### config.mk
export PLATFORM = sky130hd
export DESIGN_NAME = mem_port_arbiter_flat
export DESIGN_NICKNAME = d
export VERILOG_FILES = /design/src/rtl/mem_port_arbiter_if.sv /design/src/rtl/mem_port_arbiter.sv /design/src/flat_wrapper.sv
export SDC_FILE = /design/constraint.sdc
export NUM_CORES = 1
export LEC_CHECK = 0
export ABC_AREA = 0
export ABC_CLOCK_PERIOD_IN_PS = 2950
export BUFFER_PORTS_ARGS = -buffer_cell sky130_fd_sc_hd__buf_4
export CELL_PAD_IN_SITES_DETAIL_PLACEMENT = 1
export CELL_PAD_IN_SITES_GLOBAL_PLACEMENT = 2
export CORE_ASPECT_RATIO = 2
export CORE_MARGIN = 2
export CORE_UTILIZATION = 30
export CTS_CLUSTER_SIZE = 14
export DETAILED_ROUTE_END_ITERATION = 10
export PLACE_DENSITY = 0.8
export SLEW_MARGIN = 15
export SYNTH_ARGS = -nofsm -noshare
export SYNTH_HDL_FRONTEND = slang
export SYNTH_SLANG_ARGS = --single-unit
### constraint.sdc
create_clock -name clk -period 2.95 [get_ports clk]
set_input_delay 0 -clock clk [delete_from_list [all_inputs] [get_ports clk]]
set_output_delay 0 -clock clk [all_outputs]
set_load 0.1 [all_outputs]
### src/rtl/mem_port_arbiter_if.sv
// Bus bundle between the CPU fetch/data ports, the arbiter and the single-port memory.
// The arbiter takes the slave view; the CPU side and memory model take the master view.
interface mem_port_arbiter_if #(
  parameter int ADDR_W = 16,
  parameter int DATA_W = 16
);
  logic              i_req;
  logic [ADDR_W-1:0] i_addr;
  logic              i_ack;
  logic              i_valid;
  logic [DATA_W-1:0] i_data;

  logic              d_req;
  logic              d_we;
  logic [ADDR_W-1:0] d_addr;
  logic [DATA_W-1:0] d_wdata;
  logic              d_ack;
  logic              d_valid;
  logic [DATA_W-1:0] d_rdata;

  logic [ADDR_W-1:0] mem_addr;
  logic              mem_read;
  logic              mem_write;
  logic [DATA_W-1:0] mem_wdata;
  logic [DATA_W-1:0] mem_rdata;

  modport slave (
    input  i_req, i_addr, d_req, d_we, d_addr, d_wdata, mem_rdata,
    output i_ack, i_valid, i_data, d_ack, d_valid, d_rdata,
           mem_addr, mem_read, mem_write, mem_wdata
  );

  modport master (
    output i_req, i_addr, d_req, d_we, d_addr, d_wdata, mem_rdata,
    input  i_ack, i_valid, i_data, d_ack, d_valid, d_rdata,
           mem_addr, mem_read, mem_write, mem_wdata
  );
endinterface

### src/rtl/mem_port_arbiter.sv
// Shares one single-port synchronous memory between the instruction-fetch and data ports.
// Data has priority; a starve counter forces a fetch grant after STARVE_LIMIT data grants.
module mem_port_arbiter #(
  parameter int ADDR_W       = 16,
  parameter int DATA_W       = 16,
  parameter int STARVE_LIMIT = 4
) (
  input logic               clk,
  input logic               rst,
  mem_port_arbiter_if.slave bus
);

  typedef enum logic {PORT_I = 1'b0, PORT_D = 1'b1} port_e;

  logic [3:0]        starve_cnt;
  logic              i_elig;
  logic              d_elig;
  logic              grant_i;
  logic              grant_d;
  logic              grant_read;
  logic [ADDR_W-1:0] grant_addr;
  logic [DATA_W-1:0] ret_word;
  logic              s1_valid;
  logic              s2_valid;
  port_e             s1_port;
  port_e             s2_port;

  // A port whose ack is high this cycle is updating its payload, so it sits out one edge.
  always_comb begin
    i_elig     = bus.i_req && !bus.i_ack;
    d_elig     = bus.d_req && !bus.d_ack;
    grant_i    = i_elig && (!d_elig || (starve_cnt == 4'(STARVE_LIMIT)));
    grant_d    = d_elig && !grant_i;
    grant_read = grant_i || (grant_d && !bus.d_we);
    grant_addr = grant_i ? bus.i_addr : bus.d_addr;
    ret_word   = bus.mem_rdata;
  end

  always_ff @(posedge clk or posedge rst) begin
    if (rst) begin
      bus.i_ack     <= 1'b0;
      bus.d_ack     <= 1'b0;
      bus.mem_read  <= 1'b0;
      bus.mem_write <= 1'b0;
      bus.mem_addr  <= '0;
      bus.mem_wdata <= '0;
      bus.i_valid   <= 1'b0;
      bus.d_valid   <= 1'b0;
      bus.i_data    <= '0;
      bus.d_rdata   <= '0;
      starve_cnt    <= 4'd0;
      s1_valid      <= 1'b0;
      s2_valid      <= 1'b0;
      s1_port       <= PORT_I;
      s2_port       <= PORT_I;
    end else begin
      bus.i_ack     <= grant_i;
      bus.d_ack     <= grant_d;
      bus.mem_read  <= grant_read;
      bus.mem_write <= grant_d && bus.d_we;
      if (grant_i || grant_d)
        bus.mem_addr <= grant_addr;
      if (grant_d && bus.d_we)
        bus.mem_wdata <= bus.d_wdata;

      if (!bus.i_req || grant_i)
        starve_cnt <= 4'd0;
      else if (grant_d && (starve_cnt != 4'(STARVE_LIMIT)))
        starve_cnt <= starve_cnt + 4'd1;

      // Tag travels two edges to line up with the word the memory returns.
      s1_valid <= grant_read;
      s1_port  <= grant_d ? PORT_D : PORT_I;
      s2_valid <= s1_valid;
      s2_port  <= s1_port;

      bus.i_valid <= s2_valid && (s2_port == PORT_I);
      bus.d_valid <= s2_valid && (s2_port == PORT_D);
      if (s2_valid && (s2_port == PORT_I))
        bus.i_data <= ret_word;
      if (s2_valid && (s2_port == PORT_D))
        bus.d_rdata <= ret_word;
    end
  end

endmodule

### src/flat_wrapper.sv
// flat-port wrapper written by rule: the top's interface ports become plain ports
module mem_port_arbiter_flat 
#(
  parameter int ADDR_W       = 16,
  parameter int DATA_W       = 16,
  parameter int STARVE_LIMIT = 4
)
  (clk, rst, bus_i_req, bus_i_addr, bus_d_req, bus_d_we, bus_d_addr, bus_d_wdata, bus_mem_rdata, bus_i_ack, bus_i_valid, bus_i_data, bus_d_ack, bus_d_valid, bus_d_rdata, bus_mem_addr, bus_mem_read, bus_mem_write, bus_mem_wdata);
  mem_port_arbiter_if #(.ADDR_W(ADDR_W), .DATA_W(DATA_W)) bus_i ();
  input logic clk;
  input logic rst;
  input wire logic [$bits(bus_i.i_req)-1:0] bus_i_req;
  input wire logic [$bits(bus_i.i_addr)-1:0] bus_i_addr;
  input wire logic [$bits(bus_i.d_req)-1:0] bus_d_req;
  input wire logic [$bits(bus_i.d_we)-1:0] bus_d_we;
  input wire logic [$bits(bus_i.d_addr)-1:0] bus_d_addr;
  input wire logic [$bits(bus_i.d_wdata)-1:0] bus_d_wdata;
  input wire logic [$bits(bus_i.mem_rdata)-1:0] bus_mem_rdata;
  output wire logic [$bits(bus_i.i_ack)-1:0] bus_i_ack;
  output wire logic [$bits(bus_i.i_valid)-1:0] bus_i_valid;
  output wire logic [$bits(bus_i.i_data)-1:0] bus_i_data;
  output wire logic [$bits(bus_i.d_ack)-1:0] bus_d_ack;
  output wire logic [$bits(bus_i.d_valid)-1:0] bus_d_valid;
  output wire logic [$bits(bus_i.d_rdata)-1:0] bus_d_rdata;
  output wire logic [$bits(bus_i.mem_addr)-1:0] bus_mem_addr;
  output wire logic [$bits(bus_i.mem_read)-1:0] bus_mem_read;
  output wire logic [$bits(bus_i.mem_write)-1:0] bus_mem_write;
  output wire logic [$bits(bus_i.mem_wdata)-1:0] bus_mem_wdata;
  assign bus_i.i_req = bus_i_req;
  assign bus_i.i_addr = bus_i_addr;
  assign bus_i.d_req = bus_d_req;
  assign bus_i.d_we = bus_d_we;
  assign bus_i.d_addr = bus_d_addr;
  assign bus_i.d_wdata = bus_d_wdata;
  assign bus_i.mem_rdata = bus_mem_rdata;
  assign bus_i_ack = bus_i.i_ack;
  assign bus_i_valid = bus_i.i_valid;
  assign bus_i_data = bus_i.i_data;
  assign bus_d_ack = bus_i.d_ack;
  assign bus_d_valid = bus_i.d_valid;
  assign bus_d_rdata = bus_i.d_rdata;
  assign bus_mem_addr = bus_i.mem_addr;
  assign bus_mem_read = bus_i.mem_read;
  assign bus_mem_write = bus_i.mem_write;
  assign bus_mem_wdata = bus_i.mem_wdata;
  mem_port_arbiter #(.ADDR_W(ADDR_W), .DATA_W(DATA_W), .STARVE_LIMIT(STARVE_LIMIT)) u_core (.clk(clk), .rst(rst), .bus(bus_i));
endmodule
Word-level counts from Yosys, hierarchy flattened --
Cells that the tools add are included.
Cells by class: $add $sub $neg 1, $mul 0, div/mod/pow operators 0, order comparisons 0, equal/unequal tests 2, shift operators 0, multiplexer cells 4, bitwise operators 1, reduce and logical (&&, ||, !) cells 20
Operators by type and width (number):
- 16-bit 2-to-1 mux | 1
- 1-bit logical AND | 9
- 4-bit 2-to-1 mux | 2
- 1-bit logical NOT | 6
- 4-bit by 1-bit adder with 4-bit output (second input constant) | 1
- 4-bit by 3-bit equality test with 1-bit output (second input constant) | 1
- 1-bit logical OR | 4
- 4-bit by 3-bit inequality test with 1-bit output (second input constant) | 1
- 2-bit nonzero test | 1
- 1-bit 2-to-1 mux | 1
- 1-bit NOT | 1
Storage, ports and cells: register bits 77, bits in latches 0, memory bits (writable) 0, memory bits (read-only) 0, output and inout port bits 70, word-level logic and storage cells 42, memories 0

Longest topological paths before layout --
word-level depth 10, gate-level depth with buffers 10

Worst setup path after synthesis --
No wires, ideal clock.
kind register to register, from reg u_core.bus.d_ack, to reg u_core.bus.mem_addr[0] (netlist bit), library setup time 123 ps, arrival time 2100 ps, path slack 727 ps, cell stages (with the launch flop) 7, path buffers 2, period minus slack after synthesis 2223 ps, cell sequence dfrtp_1 -> and2b_1 -> clkbuf_1 -> nand2b_1 -> nand2_2 -> buf_4 -> o221a_2
Between the ends: cells in the longest elaborated chain, start to end 8
RTL lines:
- start: declaration | RTL line mem_port_arbiter_if.sv:29 | output i_ack, i_valid, i_data, d_ack, d_valid, d_rdata,
- start signal: assignment | RTL line mem_port_arbiter.sv:58 | bus.d_ack <= grant_d;
- 1-bit logical NOT * | RTL line mem_port_arbiter.sv:31 | d_elig = bus.d_req && !bus.d_ack;
- 1-bit logical AND * | RTL line mem_port_arbiter.sv:31
- 1-bit logical NOT | RTL line mem_port_arbiter.sv:32 | grant_i = i_elig && (!d_elig || (starve_cnt == 4'(STARVE_LIMIT)));
- 1-bit logical OR | RTL line mem_port_arbiter.sv:32
- 1-bit logical AND | RTL line mem_port_arbiter.sv:32
- 1-bit logical NOT | RTL line mem_port_arbiter.sv:33 | grant_d = d_elig && !grant_i;
- 1-bit logical AND | RTL line mem_port_arbiter.sv:33
- 1-bit logical OR | RTL line mem_port_arbiter.sv:61 | if (grant_i || grant_d)
- end signal: assignment | RTL line mem_port_arbiter.sv:62 | bus.mem_addr <= grant_addr;
- end: declaration | RTL line mem_port_arbiter_if.sv:30 | mem_addr, mem_read, mem_write, mem_wdata
Every way passes the cells marked *; elsewhere a longest branch is shown, timed or not. A chain may end at the register's enable or synchronous reset.

Worst setup path after layout --
from reg u_core.bus.d_ack, to reg u_core.bus.mem_addr[3] (netlist bit)
The elaborated chain is that of the path after synthesis.

==> parameters.txt <==
Parameter                              Value

Run status
  Run status    completed

Clock network
  Clock transition at the registers of the reported paths    60 ps
  Deepest level of the CTS H-tree    3
  Clock tree from TritonCTS    yes
  Number of buffers on the longest clock path    2
  Root buf cell    sky130_fd_sc_hd__clkbuf_16
  Number of clock sinks    76
  Number of buffers inserted by post-CTS setup repair    0
  Clock latency of the later-clocked register in the worst-skew pair    330 ps
  Number of buffers created by CTS    9

Die
  Core footprint    ~0.010 sq mm
  DIE AREA    0.0112 sq mm
  Initial cell density of the core    30.7%
  Row count    52
  Number of I/O pins    139
  Die Y    148 um
  Floorplan die width    around 76 um

STA
  Worst clock skew    5.97 ps
  Sum Neg Setup Slack    0 ps
  Max Clk Rate    396 MHz
  Worst Tran Pin Value    roughly 900 ps
  Slew Limit Headroom    around two fifths
  Period utilization    85.7%
  Total setup violations reported at the end of the flow    0
  Final count of hold timing violations    0
  Final Max Slew Viols    0
  Final critical-path required period    2530 ps
  RSZ-0062 raised after global routing    no

Layout
  Number of nets at the end of the flow    485
  Non-filler instance count after layout    553
  Layout Utilization    52.1%
  N_diodes    0
  Area occupied by multi-input gates    around 0.0011 sq mm
  Register cell area after layout    approximately 0.0019 sq mm
  Layout overhead on the synthesized area    69.8%
  Fill count    1029
  Most common library cell in the layout ignoring fill and taps    sky130_fd_sc_hd__buf_4
  Final instance area    0.00526 sq mm
  Most frequent cells in the layout    140 x sky130_fd_sc_hd__buf_4, 76 x sky130_fd_sc_hd__dfrtp_1, 67 x sky130_fd_sc_hd__dlygate4sd3_1, 39 x sky130_fd_sc_hd__mux2_2
  Fraction of final layout cells with drive strength greater than 1    54.5%

Global route
  Initial antenna violation count    0
  Total gr overflow    0
  Wire length of the first global-routing pass    around 15 mm
  Vias in the first global route    2907
  All-Layer GR Usage    17.4%
  Pin count of the biggest net entering global routing    43

Hold path
  Worst hold path startpoint    bus_d_req
  Cell depth of the worst min-delay path    3
  Class of the worst hold path    in2reg

Yosys
  Distinct cell type count after synthesis    32
  Warnings from Yosys    0
  Flip-flop and latch count after synthesis    76
  Synth Net Count    between 200 and 300
  Post-synthesis sequential area ratio    around 60%
  Gate Count Post-Synth    206
  Post-Synthesis Mean Instance Area    15.0 sq um
  Post-synthesis instance area    0.00310 sq mm

Placement
  Placed cells    471
  Count of input and output buffers    138
  Routability congestion estimate    0.723
  Total cell area at the placement stage    around 0.0043 sq mm
  Sum of net half-perimeters after detailed placement    6.26 mm

Drt
  DR iter-0 viols    59
  Detailed-route DRC error count    0
  Total detailed-routing wirelength    9.25 mm
  Antenna-violating nets left    0
  Total number of vias    2561
  Total iterations of the first detailed-routing run    4
  Post-DR vias/cell    roughly 4.6
  Wirelength per Cell    16.7 um

Power
  Maximum ir drop on the vdd rail    around 0.00037 V
  Leakage    2.44 nW
  Power Density    a little over 900 mW/mm^2

Setup path
  Crit Path Class    reg2reg
  Number of cells on the worst reg-to-reg path    6
  Endpoint kind of the worst setup timing path    flip-flop
  Critical path required time    3210 ps
  Timing startpoint of the critical path    u_core.bus.d_ack
  Crit-path max FO    18
  Launch point of the worst reg-to-reg path    u_core.bus.d_ack
  Startpoint type of the worst setup path    flip-flop
  Crit path arrival time    2790 ps

Run
  Count of max-cap constraint violations    0
synthesized netlist by cell type:
| master | count | area [sq um] |
|---|---|---|
| sky130_fd_sc_hd__nand2_1 | 2 | 7.51 |
| sky130_fd_sc_hd__o221a_2 | 16 | 180 |
| sky130_fd_sc_hd__o21ai_0 | 3 | 15.0 |
| sky130_fd_sc_hd__clkbuf_1 | 6 | 22.5 |
| sky130_fd_sc_hd__ha_1 | 2 | 25.0 |
| sky130_fd_sc_hd__or3_1 | 16 | 100 |
| sky130_fd_sc_hd__mux2_4 | 9 | 135 |
| sky130_fd_sc_hd__nand2b_1 | 2 | 12.5 |
| sky130_fd_sc_hd__nor2_1 | 4 | 15.0 |
| sky130_fd_sc_hd__nor3_1 | 1 | 5.00 |
| sky130_fd_sc_hd__and3b_1 | 1 | 8.76 |
| sky130_fd_sc_hd__and3_1 | 1 | 6.26 |
| sky130_fd_sc_hd__mux2_2 | 39 | 439 |
| sky130_fd_sc_hd__buf_6 | 2 | 22.5 |
| sky130_fd_sc_hd__buf_2 | 1 | 5.00 |
| sky130_fd_sc_hd__nor3b_1 | 1 | 7.51 |
| sky130_fd_sc_hd__nand2_4 | 1 | 11.3 |
| sky130_fd_sc_hd__nand2_8 | 1 | 20.0 |
| sky130_fd_sc_hd__nor2b_1 | 3 | 18.8 |
| sky130_fd_sc_hd__o211ai_1 | 1 | 7.51 |
| sky130_fd_sc_hd__inv_1 | 5 | 18.8 |
| sky130_fd_sc_hd__inv_4 | 1 | 6.26 |
| sky130_fd_sc_hd__and2b_1 | 1 | 7.51 |
| sky130_fd_sc_hd__a21boi_0 | 2 | 15.0 |
| sky130_fd_sc_hd__buf_4 | 1 | 7.51 |
| sky130_fd_sc_hd__nand2_2 | 1 | 6.26 |
| sky130_fd_sc_hd__nor2b_4 | 1 | 13.8 |
| sky130_fd_sc_hd__nand3_1 | 2 | 10.0 |
| sky130_fd_sc_hd__dfrtp_1 | 76 | 1900 |
| sky130_fd_sc_hd__o21a_1 | 2 | 15.0 |
| sky130_fd_sc_hd__and2_4 | 1 | 8.76 |
| sky130_fd_sc_hd__buf_12 | 1 | 20.0 |
kinds of logic after synthesis:
logic type      after synthesis  synth area share [%]
compound gates               24                  7.52
simple gates                 39                  8.37
flops                        76                  61.4
buf+inv                      17                  3.31
fa+ha+maj                     2                 0.808
mux                          48                  18.6
flip-flops by register name, indices dropped and copies added (netlist names):
register,flops
u_core.s2_valid,1
u_core.bus.mem_wdata,16
u_core.bus.d_ack,1
u_core.bus.mem_addr,16
u_core.bus.i_ack,1
u_core.bus.d_rdata,16
u_core.starve_cnt,4
u_core.bus.mem_write,1
u_core.bus.i_data,16
u_core.s2_port,1
u_core.bus.mem_read,1
u_core.bus.i_valid,1
u_core.bus.d_valid,1
worst paths after layout:
check	slack, ps	endpoint
min reg2reg	380	u_core.s2_valid
min	60	u_core.bus.mem_read
max reg2reg	420	u_core.bus.mem_addr[3]
max	420	u_core.bus.mem_addr[3]
max in group asynchronous	1800	u_core.bus.d_rdata[1]
min in group asynchronous	440	u_core.bus.mem_wdata[4]
power breakdown:
| part | total [mW] | switching [mW] | internal (mW) |
|---|---|---|---|
| Clock | 1.18 | 0.400 | 0.780 |
| Combinational | 2.24 | 1.67 | 0.566 |
| Sequential | 1.34 | 0.109 | 1.24 |
critical path, cell delays in order, from the launching register on:
cell	delay (ps)
sky130_fd_sc_hd__dfrtp_1	400
sky130_fd_sc_hd__and2b_1	450
sky130_fd_sc_hd__buf_4	260
sky130_fd_sc_hd__nand2b_1	160
sky130_fd_sc_hd__nand2_2	350
sky130_fd_sc_hd__o221a_2	270
sky130_fd_sc_hd__dlygate4sd3_1	570
stage by stage:
| stage | power (mW) | hold WS [ps] | setup slack (ps) |
|---|---|---|---|
| after floorplan | 3.01 | 110 | 727 |
| after global placement | 3.48 | 215 | 909 |
| after detailed placement | 3.51 | 220 | 854 |
| after CTS | 4.82 | 49.5 | 459 |
| after global routing | 4.94 | 94.2 | 272 |
| final | 4.76 | 60.9 | 423 |
final cells by class:
type,instances,share of cell area (%)
Clock inverter,4,1.38
Multi-Input combinational cell,113,20.8
Sequential cell,76,36.2
Timing Repair Buffer,208,33.1
Clock buffer,11,4.81
Tap cell,135,3.21
Inverter,6,0.476
per-layer routing:
layer	global-route usage, %	share of wire [%]
met4	7.28	2.8
met3	5.18	5.5
met5	0	0
met1	16.9	33
met2	32.0	59
timing repair:
| action | in CTS | in global routing |
|---|---|---|
| resized for setup | 0 | 0 |
| hold buffers | 67 | 0 |
| endpoints found under the setup margin | 0 | 0 |
| endpoints found under the hold margin | 110 | 0 |
Note: power is estimated with default switching activity, not from simulation.
